### src/rtl/hud_text_sequencer.sv
// HUD SCORE/LEVEL text buffer builder: serial double-dabble conversion, then one atomic commit.
// Optional macro VBLANK_COMMIT_EN holds the commit until the next frame_start pulse.
module hud_text_sequencer #(
    parameter int COLS    = 16,
    parameter int SCORE_W = 20,
    parameter int LEVEL_W = 8
) (
    input  logic                  clk,
    input  logic                  reset,
    input  logic [SCORE_W-1:0]    score,
    input  logic [LEVEL_W-1:0]    level,
    input  logic                  update_req,
    input  logic                  frame_start,
    output logic [8*COLS*2-1:0]   text,
    output logic                  busy,
    output logic                  done
);

    localparam int TW    = 8 * COLS * 2;
    localparam int MAX_W = (SCORE_W > LEVEL_W) ? SCORE_W : LEVEL_W;
    localparam int CNT_W = $clog2(MAX_W + 1);

    localparam logic [2:0] IDLE    = 3'd0;
    localparam logic [2:0] CONV_S  = 3'd1;
    localparam logic [2:0] CONV_L  = 3'd2;
`ifdef VBLANK_COMMIT_EN
    localparam logic [2:0] WAIT_VB = 3'd3;
`endif
    localparam logic [2:0] COMMIT  = 3'd4;

    localparam logic [39:0] SCORE_LBL = "SCORE";
    localparam logic [39:0] LEVEL_LBL = "LEVEL";

    logic [2:0]         state;
    logic [CNT_W-1:0]   cnt;
    logic [SCORE_W-1:0] score_sh;
    logic [LEVEL_W-1:0] level_sh;
    logic [23:0]        bcd_s;
    logic [11:0]        bcd_l;
    logic               pending;

`ifndef VBLANK_COMMIT_EN
    logic unused_frame_start;
    assign unused_frame_start = frame_start;
`endif

    // Oversized inputs saturate to the largest value the decimal field can show.
    function automatic logic [SCORE_W-1:0] clamp_score(input logic [SCORE_W-1:0] v);
        return (64'(v) > 64'd999999) ? SCORE_W'(64'd999999) : v;
    endfunction

    function automatic logic [LEVEL_W-1:0] clamp_level(input logic [LEVEL_W-1:0] v);
        return (64'(v) > 64'd999) ? LEVEL_W'(64'd999) : v;
    endfunction

    // One double-dabble step: add-3 on every nibble >= 5, then shift in the next bit.
    function automatic logic [23:0] dd_step6(input logic [23:0] b, input logic in_bit);
        logic [23:0] c;
        c = b;
        for (int k = 0; k < 6; k++)
            if (b[4*k +: 4] >= 4'd5) c[4*k +: 4] = b[4*k +: 4] + 4'd3;
        return {c[22:0], in_bit};
    endfunction

    function automatic logic [11:0] dd_step3(input logic [11:0] b, input logic in_bit);
        logic [11:0] c;
        c = b;
        for (int k = 0; k < 3; k++)
            if (b[4*k +: 4] >= 4'd5) c[4*k +: 4] = b[4*k +: 4] + 4'd3;
        return {c[10:0], in_bit};
    endfunction

    function automatic logic [TW-1:0] build_text(input logic [23:0] s, input logic [11:0] l);
        logic [TW-1:0] t;
        t = {(2*COLS){8'h20}};
        for (int c = 0; c < 5; c++) begin
            t[8*c +: 8]          = SCORE_LBL[8*(4-c) +: 8];
            t[8*(COLS+c) +: 8]   = LEVEL_LBL[8*(4-c) +: 8];
        end
        for (int d = 0; d < 6; d++)
            t[8*(COLS-6+d) +: 8] = {4'h3, s[4*(5-d) +: 4]};
        for (int d = 0; d < 3; d++)
            t[8*(2*COLS-3+d) +: 8] = {4'h3, l[4*(2-d) +: 4]};
        return t;
    endfunction

    // NOTE: all state updates use non-blocking assignments so every register samples
    // pre-edge values regardless of statement order inside this block.
    always_ff @(posedge clk) begin
        if (reset) begin
            state    <= IDLE;
            cnt      <= '0;
            score_sh <= '0;
            level_sh <= '0;
            bcd_s    <= '0;
            bcd_l    <= '0;
            pending  <= 1'b0;
            busy     <= 1'b0;
            done     <= 1'b0;
            text     <= build_text('0, '0);
        end else begin
            done <= 1'b0;
            if (update_req && state != IDLE) pending <= 1'b1;

            case (state)
                IDLE: begin
                    if (update_req || pending) begin
                        score_sh <= clamp_score(score);
                        level_sh <= clamp_level(level);
                        bcd_s    <= '0;
                        bcd_l    <= '0;
                        cnt      <= '0;
                        pending  <= 1'b0;
                        busy     <= 1'b1;
                        state    <= CONV_S;
                    end
                end
                CONV_S: begin
                    bcd_s    <= dd_step6(bcd_s, score_sh[SCORE_W-1]);
                    score_sh <= score_sh << 1;
                    if (cnt == CNT_W'(SCORE_W - 1)) begin
                        cnt   <= '0;
                        state <= CONV_L;
                    end else begin
                        cnt <= cnt + CNT_W'(1);
                    end
                end
                CONV_L: begin
                    bcd_l    <= dd_step3(bcd_l, level_sh[LEVEL_W-1]);
                    level_sh <= level_sh << 1;
                    if (cnt == CNT_W'(LEVEL_W - 1)) begin
                        cnt <= '0;
`ifdef VBLANK_COMMIT_EN
                        state <= WAIT_VB;
`else
                        state <= COMMIT;
`endif
                    end else begin
                        cnt <= cnt + CNT_W'(1);
                    end
                end
`ifdef VBLANK_COMMIT_EN
                WAIT_VB: begin
                    if (frame_start) state <= COMMIT;
                end
`endif
                COMMIT: begin
                    // Every digit lands in the same edge so the renderer never sees a mixed frame.
                    text  <= build_text(bcd_s, bcd_l);
                    done  <= 1'b1;
                    busy  <= 1'b0;
                    state <= IDLE;
                end
                default: state <= IDLE;
            endcase
        end
    end

endmodule

### config.mk
export PLATFORM = sky130hd
export DESIGN_NAME = hud_text_sequencer
export DESIGN_NICKNAME = d
export VERILOG_FILES = /design/src/rtl/hud_text_sequencer.sv
export SDC_FILE = /design/constraint.sdc
export NUM_CORES = 1
export LEC_CHECK = 0
export CORE_MARGIN = 10
export CORE_UTILIZATION = 45
export CTS_CLUSTER_DIAMETER = 80
export DETAILED_ROUTE_END_ITERATION = 8
export GPL_ROUTABILITY_DRIVEN = 0
export PLACE_DENSITY = 0.85
export SETUP_SLACK_MARGIN = 0.5
export SLEW_MARGIN = 20
export SYNTH_ARGS = -nofsm -noshare
export SYNTH_HDL_FRONTEND = slang
export SYNTH_SLANG_ARGS = --single-unit
### constraint.sdc
create_clock -name clk -period 3.95 [get_ports clk]
set_input_delay 0.395 -clock clk [delete_from_list [all_inputs] [get_ports clk]]
set_output_delay 0.395 -clock clk [all_outputs]
set_load 0.05 [all_outputs]
## Yosys cells after proc, flatten, opt, wreduce, memory -nomap -nowiden

Cells that the tools add are included.
Widths: inputs -> output; s select.

- Eq/ne operators: 8
- Reduce and logical (&&, ||, !) cells: 13
- Muxes and demuxes: 32
- Add/sub/neg operators: 10
- Magnitude comparators: 10

Operators with widths:

| operator | count |
|---|---|
| $pmux 24 s2 | 1 |
| $mux 20 | 2 |
| $pmux 20 s2 | 1 |
| $ge 4x3->1 const B | 9 |
| $add 4x2->4 const B | 7 |
| $mux 4 | 7 |
| $mux 24 | 1 |
| $pmux 12 s2 | 1 |
| $gt 20x20->1 const B | 1 |
| $pmux 8 s2 | 1 |
| $mux 3 | 5 |
| $mux 5 | 3 |
| $pmux 5 s3 | 1 |
| $mux 12 | 1 |
| $pmux 3 s3 | 1 |
| $mux 8 | 1 |
| $reduce_and 2->1 | 4 |
| $add 3x2->3 const B | 2 |
| $ne 2x2->1 const B | 3 |
| $reduce_bool 2->1 | 3 |
| $reduce_bool 3->1 | 2 |
| $add 5x1->5 const B | 1 |
| $eq 5x3->1 const B | 1 |
| $eq 5x5->1 const B | 1 |
| other kinds (9) | 13 |

- Input port bits: 32
- Bits in registers: 111
- Output and inout port bits: 258

## Depth between registers and ports, before layout

Gate-level depths: netlist of the first run.

- Word-level depth: 5
- Gate-level depth with buffers: 7
- Depth with buffers taken out: 7

## Worst setup path before layout of the first run

Ideal clock, no wire load.

- Path kind: flip-flop to flip-flop
- Start: register bcd_s[9]
- End: register bcd_s[10]
- Path buffers: 0
- Period minus slack after synthesis: 1.556 ns
- Arrival time: 1.491 ns
- Setup time: 0.065 ns
- Cell stages (with the launch flop): 8
- Path slack: 2.394 ns
- Required time: 3.885 ns
- Path through: dfxtp_1 > inv_1 > ha_1 > nand2b_1 > a21oi_1 > mux2_2 > a2bb2oi_1 > nor2_1

- Word-level cells in the longest chain between the ends: 3
- Elaborated cells between the ends (all ways): 4
- Those cells by class: 1 x add/sub; 1 x order compare; 2 x mux

Ends and longest elaborated chain:

| element | line | RTL |
|---|---|---|
| start: declaration | 38 | `logic [23:0] bcd_s;` |
| start signal: assignment | 119 | `bcd_s <= dd_step6(bcd_s, score_sh[SCORE_W-1]);` |
| $add 4x2->4 / $ge 4x3->1 (equally long branches) | 61 | `if (b[4*k +: 4] >= 4'd5) c[4*k +: 4] = b[4*k +: 4] + 4'd3;` |
| $mux 4 * | 61 |  |
| $pmux 24 s2 * | 105 | `case (state)` |

Mark *: on every way between the ends. The rest lies on a longest branch, timed or not.
A chain may end at the register's enable or synchronous reset.

## Worst setup path in the final report of the first run

- Start: register state[1]
- End: register state[1]

- Word-level cells in the longest chain between the ends: 3
- Elaborated cells between the ends (all ways): 8
- Those cells by class: 5 x eq/ne; 1 x mux; 2 x reduce/logical

Ends and longest elaborated chain:

| element | line | RTL |
|---|---|---|
| start: declaration | 34 | `logic [2:0] state;` |
| start signal: assignment | 91 | `state <= IDLE;` |
| start signal: assignment | 115 | `state <= CONV_S;` |
| start signal: assignment | 123 | `state <= CONV_L;` |
| $eq 3x2->1, or another cell as far along | 105 |  |
| $ne 2x2->1 (no line) | - |  |
| $reduce_and 3->1 (no line) | - |  |

Several ways; a longest one is shown, not always the timed one.

==> impl_metrics.ini, run 1 <==
[floorplan]
start_util_pct = 45.9
die_h_um = 142
coreArea_um2 = 14500
fp.dieW_um = 142
row_count = 44
dieArea_um2 = 20000
pin_count = 290

[synthesis]
ys_warn_count = 0
yosys-top-cells-area = dfxtp_1 (33%), buf_4 (25%), nand2_1 (5.8%)
synth_edf_count = 0
yosysUniqueCellTypes = 44
yosys.area.top_type = dfxtp_1
synth-seq-cells = 111
ys_seq_area_share_pct = 33.4
synth_top_area_share_pct = 33.4
mappedNetlistArea_um2 = 6650
syn_inst = 824
synthArstFlopShare_pct = 0
synth_ff_type = dfxtp_1
synth_area_per_cell_um2 = 8.07

[run]
max_cap_viol_count = 0

[critical_path]
path_max_fanout = 13
max_stage_delay_ps = 790
cp_top_family = simple AND/OR/NAND/NOR gates
cp.arrival_ps = 2750
crit_chain = nor3b_2 > o22ai_1 > a21oi_4 > mux2_2 > nor2_1
r2r_start = state[1]
cp-startpoint = state[1]
worstSetupPathType = register to register
critical_path.slowest_cell = nor3b_2
r2r_slack_ps = 1480
cp-end-kind = register
cp-start-kind = register
path_buf_inv = 0
cp.required_ps = 4230

[run_status]
status = finished, final reports clean

[clocking]
clock-sinks = 111
hold_buffers = 0
post_cts_buffers = 0
cts_made_buffers = 9
cts_buffer_depth = 2
cts_resized = 0
cts_root_buf = clkbuf_16
htree_levels = 3
clock_latency_ps = 340
cts_tree = yes
path_clk_slew_ps = 70

[drt]
drt_pass1_iterations = 6
num_vias = 4837
dr.first_iter.drc_count = 421
viasPerCell = 4.58
routed_wl_um = 14000
drc = 0
ant_nets = 0
wire_per_inst_um = 13.3

[grt]
grt_start_max_net_pins = 112
grt-ovfl-total = 0
first_global_vias = 4765
gr-usage-all-layers_pct = 13.1
grt_pass1_wl_um = 22800
antenna_found_initial = 0

[final_layout]
antenna_cells = 0
instances_no_fill = 1057
drive_above_1_share_pct = 4.70
final_cell_mix = conb_1 (220), dfxtp_1 (111), nand2_1 (101)
final_common_cell = conb_1
utilization_pct = 47.7
num-nets-final = 919
syn2layout_area_growth_pct = 3.99

[worst_hold_path]
hp-start = text[123]
hp-class = register to register

[sta]
setup-tns-final_ps = 0
finalHoldViolCount = 0
finalClockSkew_ps = 5.95
fmax_mhz = 405
finalMaxSlewViolations = 0
setup_violations = 0
maxSlewHeadroom_pct = 42.9
period_share_pct = 62.5
whs_ps = 452
rsz0062_at_grt = no
tightest_slew_ps = 853
fin_crit_ps = 2470

[power_and_ir_drop]
p_seq_share_pct = 36.8
vdd.ir_drop.worst_mv = 0.355
switching_share_pct = 43.5
power_w = 0.00379
switchingPower_w = 0.00165
intPower_w = 0.00214
clock_power_share_pct = 24.6
power.leakage_nw = 2.80
power_frac_comb_pct = 38.6
power_density_nw_per_um2 = 548

[placement]
place_hpwl_um = 10300
place_inst = 1040
port_buffers = 68
[area by class of cell]
| cell class | count | area (um^2) |
|---|---|---|
| timing repair buffer | 72 | 716 |
| clock inverter | 3 | 40.0 |
| inverter | 18 | 67.6 |
| fill | 1425 | 7570 |
| clock buffer | 13 | 270 |
| multi-input combinational | 656 | 3370 |
| tap | 184 | 230 |
| sequential | 111 | 2220 |
[synth_stat cells, types with 2 or more instances]
library cell and count:
xor2_1 8, o21ai_0 17, nand2b_1 9, a21oi_1 70, buf_2 13, ha_1 19
nand3_1 21, mux2_2 4, nor2_1 75, dfxtp_1 111, clkbuf_1 21, a222oi_1 7
a311oi_1 7, xnor2_1 9, mux2_1 3, nand4bb_1 2, inv_1 18, a22oi_1 10
conb_1 2, nor3_1 20, buf_4 223, a2bb2oi_1 5, nor3b_2 3, nor3_4 2
a31oi_1 8, mux2i_1 6, o31a_1 2, nor4_1 12, nand2_1 102
[path summary, 6_finish.rpt]
kind / to / cells past startpoint
max: state[1] / 5
min: text[123] / 2
max reg2reg: state[1] / 5
min reg2reg: text[123] / 2
[cells by family after synthesis]
kind of cell / share of synthesized area (%)
fa+ha+maj: 3.58
compound gates: 12.9
xor+xnor: 2.24
other cells: 0.113
mux: 2.09
flops: 33.4
buf+inv: 28.4
simple gates: 17.3
[flip-flops by register name, indices dropped and copies added (netlist names)]
register and count:
pending 1, level_sh 8, done 1, text 36
state 3, cnt 5, busy 1, score_sh 20
bcd_l 12, bcd_s 24
[power groups by stage]
stage	Combinational [W]	Clock (W)	Sequential (W)
after floorplan	0.00140	0	0.00137
final	0.00146	0.000931	0.00139
after global routing	0.00160	0.00101	0.00141
after CTS	0.00145	0.000966	0.00139
after global placement	0.00142	0	0.00141
after detailed placement	0.00145	0	0.00141
[metrics by stage]
stage          cell area, um^2  setup WS, ps
2_1_floorplan             7460          2390
3_3_place_gp              6580          1570
3_5_place_dp              6580          1510
4_1_cts                   6890          1500
5_1_grt                   6910          1280
6_report                  6910          1480
[tightest hold or removal path: cells and delay by family, from the launching register on]
family | cells | cell delay, ps
AOI/OAI and AO/OA | 1 | 50
and+or+nand+nor | 1 | 50
DFF | 1 | 310
[routing by layer]
| layer | vias to the layer above | GRT usage (%) | share of wire [%] |
|---|---|---|---|
| met4 | 0 | 3.93 | 1.0 |
| met5 | - | 0 | 0 |
| met1 | 2241 | 14.5 | 41 |
| met3 | 10 | 5.14 | 10 |
| met2 | 202 | 22.7 | 48 |
| li1 | 2384 | - | - |
(Power assumes the default switching activity.)
==> run 2, diff against run 1 <==
--- a/config.mk
+++ b/config.mk
@@ -6,11 +6,11 @@
 export NUM_CORES = 1
 export LEC_CHECK = 0
 export CORE_MARGIN = 10
-export CORE_UTILIZATION = 45
+export CORE_UTILIZATION = 43
 export CTS_CLUSTER_DIAMETER = 80
 export DETAILED_ROUTE_END_ITERATION = 8
 export GPL_ROUTABILITY_DRIVEN = 0
-export PLACE_DENSITY = 0.85
+export PLACE_DENSITY = 0.82
 export SETUP_SLACK_MARGIN = 0.5
 export SLEW_MARGIN = 20
 export SYNTH_ARGS = -nofsm -noshare
==> constraint.sdc (replaced) <==
create_clock -name clk -period 2.32 [get_ports clk]
set_input_delay 0.232 -clock clk [delete_from_list [all_inputs] [get_ports clk]]
set_output_delay 0.232 -clock clk [all_outputs]
set_load 0.05 [all_outputs]
==> impl_metrics.ini, run 2 (synthesis results as in run 1) <==
[drt]
wire_per_inst_um = 13.4
num_vias = 4875
ant_nets = 0
dr.first_iter.drc_count = 303
drc = 0
routed_wl_um = 14400
drt_pass1_iterations = 4
viasPerCell = 4.56

[final_layout]
final_common_cell = conb_1
final_cell_mix = conb_1 (220), dfxtp_1 (108), nand2_1 (102)
top_register = text
syn2layout_area_growth_pct = 5.69
largest_reg_flops = 36
fillers = 1504
drive_above_1_share_pct = 6.12
postLayoutCellArea_um2 = 7020
reg_top3 = text x36, bcd_s x24, score_sh x20
num-nets-final = 928
antenna_cells = 0

[clocking]
htree_levels = 3
path_clk_slew_ps = 70
cts_made_buffers = 9
cts_buffer_depth = 2
clock-sinks = 111
cts_tree = yes
hold_buffers = 0
cts_root_buf = clkbuf_16
clock_latency_ps = 350

[floorplan]
dieArea_um2 = 20800
row_count = 45
coreArea_um2 = 15200
pin_count = 290
fp.dieW_um = 144
die_h_um = 144
start_util_pct = 43.7

[power_and_ir_drop]
power.leakage_nw = 2.85
vdd.ir_drop.worst_mv = 0.451
switching_share_pct = 43.6
p_seq_share_pct = 35.9
power_density_nw_per_um2 = 943
intPower_w = 0.00374
power_frac_comb_pct = 38.9
clock_power_share_pct = 25.1
switchingPower_w = 0.00289

[sta]
finalClockSkew_ps = 11.7
finalMaxSlewViolations = 0
setup_violations = 0
fin_crit_ps = 1740
tightest_slew_ps = 628
maxSlewHeadroom_pct = 57.7
setup-tns-final_ps = 0
rsz0062_at_grt = yes
period_share_pct = 75.0
finalHoldViolCount = 0
fmax_mhz = 575

[placement]
port_buffers = 68
place_hpwl_um = 10700
place_area_um2 = 6680

[critical_path]
cp.arrival_ps = 1510
path_max_fanout = 2
crit_chain = clkdlybuf4s50_1
worstSetupPathType = register to output port
cp.required_ps = 2090
cp-end-kind = output port
max_stage_delay_ps = 820
cp_top_family = buffers and inverters
path_buf_inv = 1
r2r_slack_ps = 620
cp-start-kind = register
critical_path.slowest_cell = clkdlybuf4s50_1

[worst_hold_path]
hp-class = input port to register

[grt]
first_global_vias = 4743
grt_start_max_net_pins = 52
antenna_found_initial = 0
grt_pass1_wl_um = 21700
grt-ovfl-total = 0
gr-usage-all-layers_pct = 12.5

[run_status]
status = finished, final reports clean

[run]
max_cap_viol_count = 0
## run 2: changes by cell type in the layout (fill, tap and decap cells not counted), sizes merged
cell / change
bufinv: +1
clkinvlp: +2
inv: +1
clkinv: -1
clkbuf: -3
buf: +9
## run 2: power groups by stage
stage	Clock (W)	Combinational (W)	Sequential, W
after detailed placement	0	0.00256	0.00242
after floorplan	0	0.00239	0.00234
after global placement	0	0.00252	0.00240
after CTS	0.00171	0.00257	0.00238
after global routing	0.00178	0.00281	0.00242
final	0.00166	0.00258	0.00238
## run 2: cell type report
cell class | count | area (um^2) | share of cell area, %
Clock buffer | 10 | 229 | 3.26
Clock inverter | 6 | 92.6 | 1.32
Inverter | 18 | 67.6 | 0.962
Multi-Input combinational cell | 656 | 3380 | 48.1
Sequential cell | 111 | 2230 | 31.7
Tap cell | 188 | 235 | 3.35
Timing Repair Buffer | 81 | 792 | 11.3
## run 2: metrics by stage
step	utilization [%]	hold WS, ps	setup WS (ps)	total power (W)	instances
after detailed placement	44.0	445	349	0.00498	1054
final	46.2	280	581	0.00663	1070
after global placement	44.0	443	415	0.00492	1054
after floorplan	-	382	764	0.00473	1042
after CTS	46.1	275	549	0.00666	1070
after global routing	46.2	300	500	0.00701	1070
## run 2: metal layers
layer	wire length (um)	up-vias	track usage [%]
li1	-	2411	-
met1	5960	2242	14.6
met2	6810	210	21.5
met3	1480	12	3.18
met4	134	0	4.36
met5	0	-	0
## run 2: worst paths after layout
check / start / cells after the start / endpoint
worst max-delay path: text[82] / 1 / text[82]
worst min-delay path: reset / 2 / score_sh[6]
worst max register to register: bcd_s[5] / 7 / bcd_s[6]
worst min register to register: level_sh[7] / 2 / bcd_l[0]
## run 2: repair_timing
action                     in CTS  in global routing
pin swaps                       0                  0
resized for setup               3                  4
buffers inserted                0                  0
setup endpoints to repair      20                 11
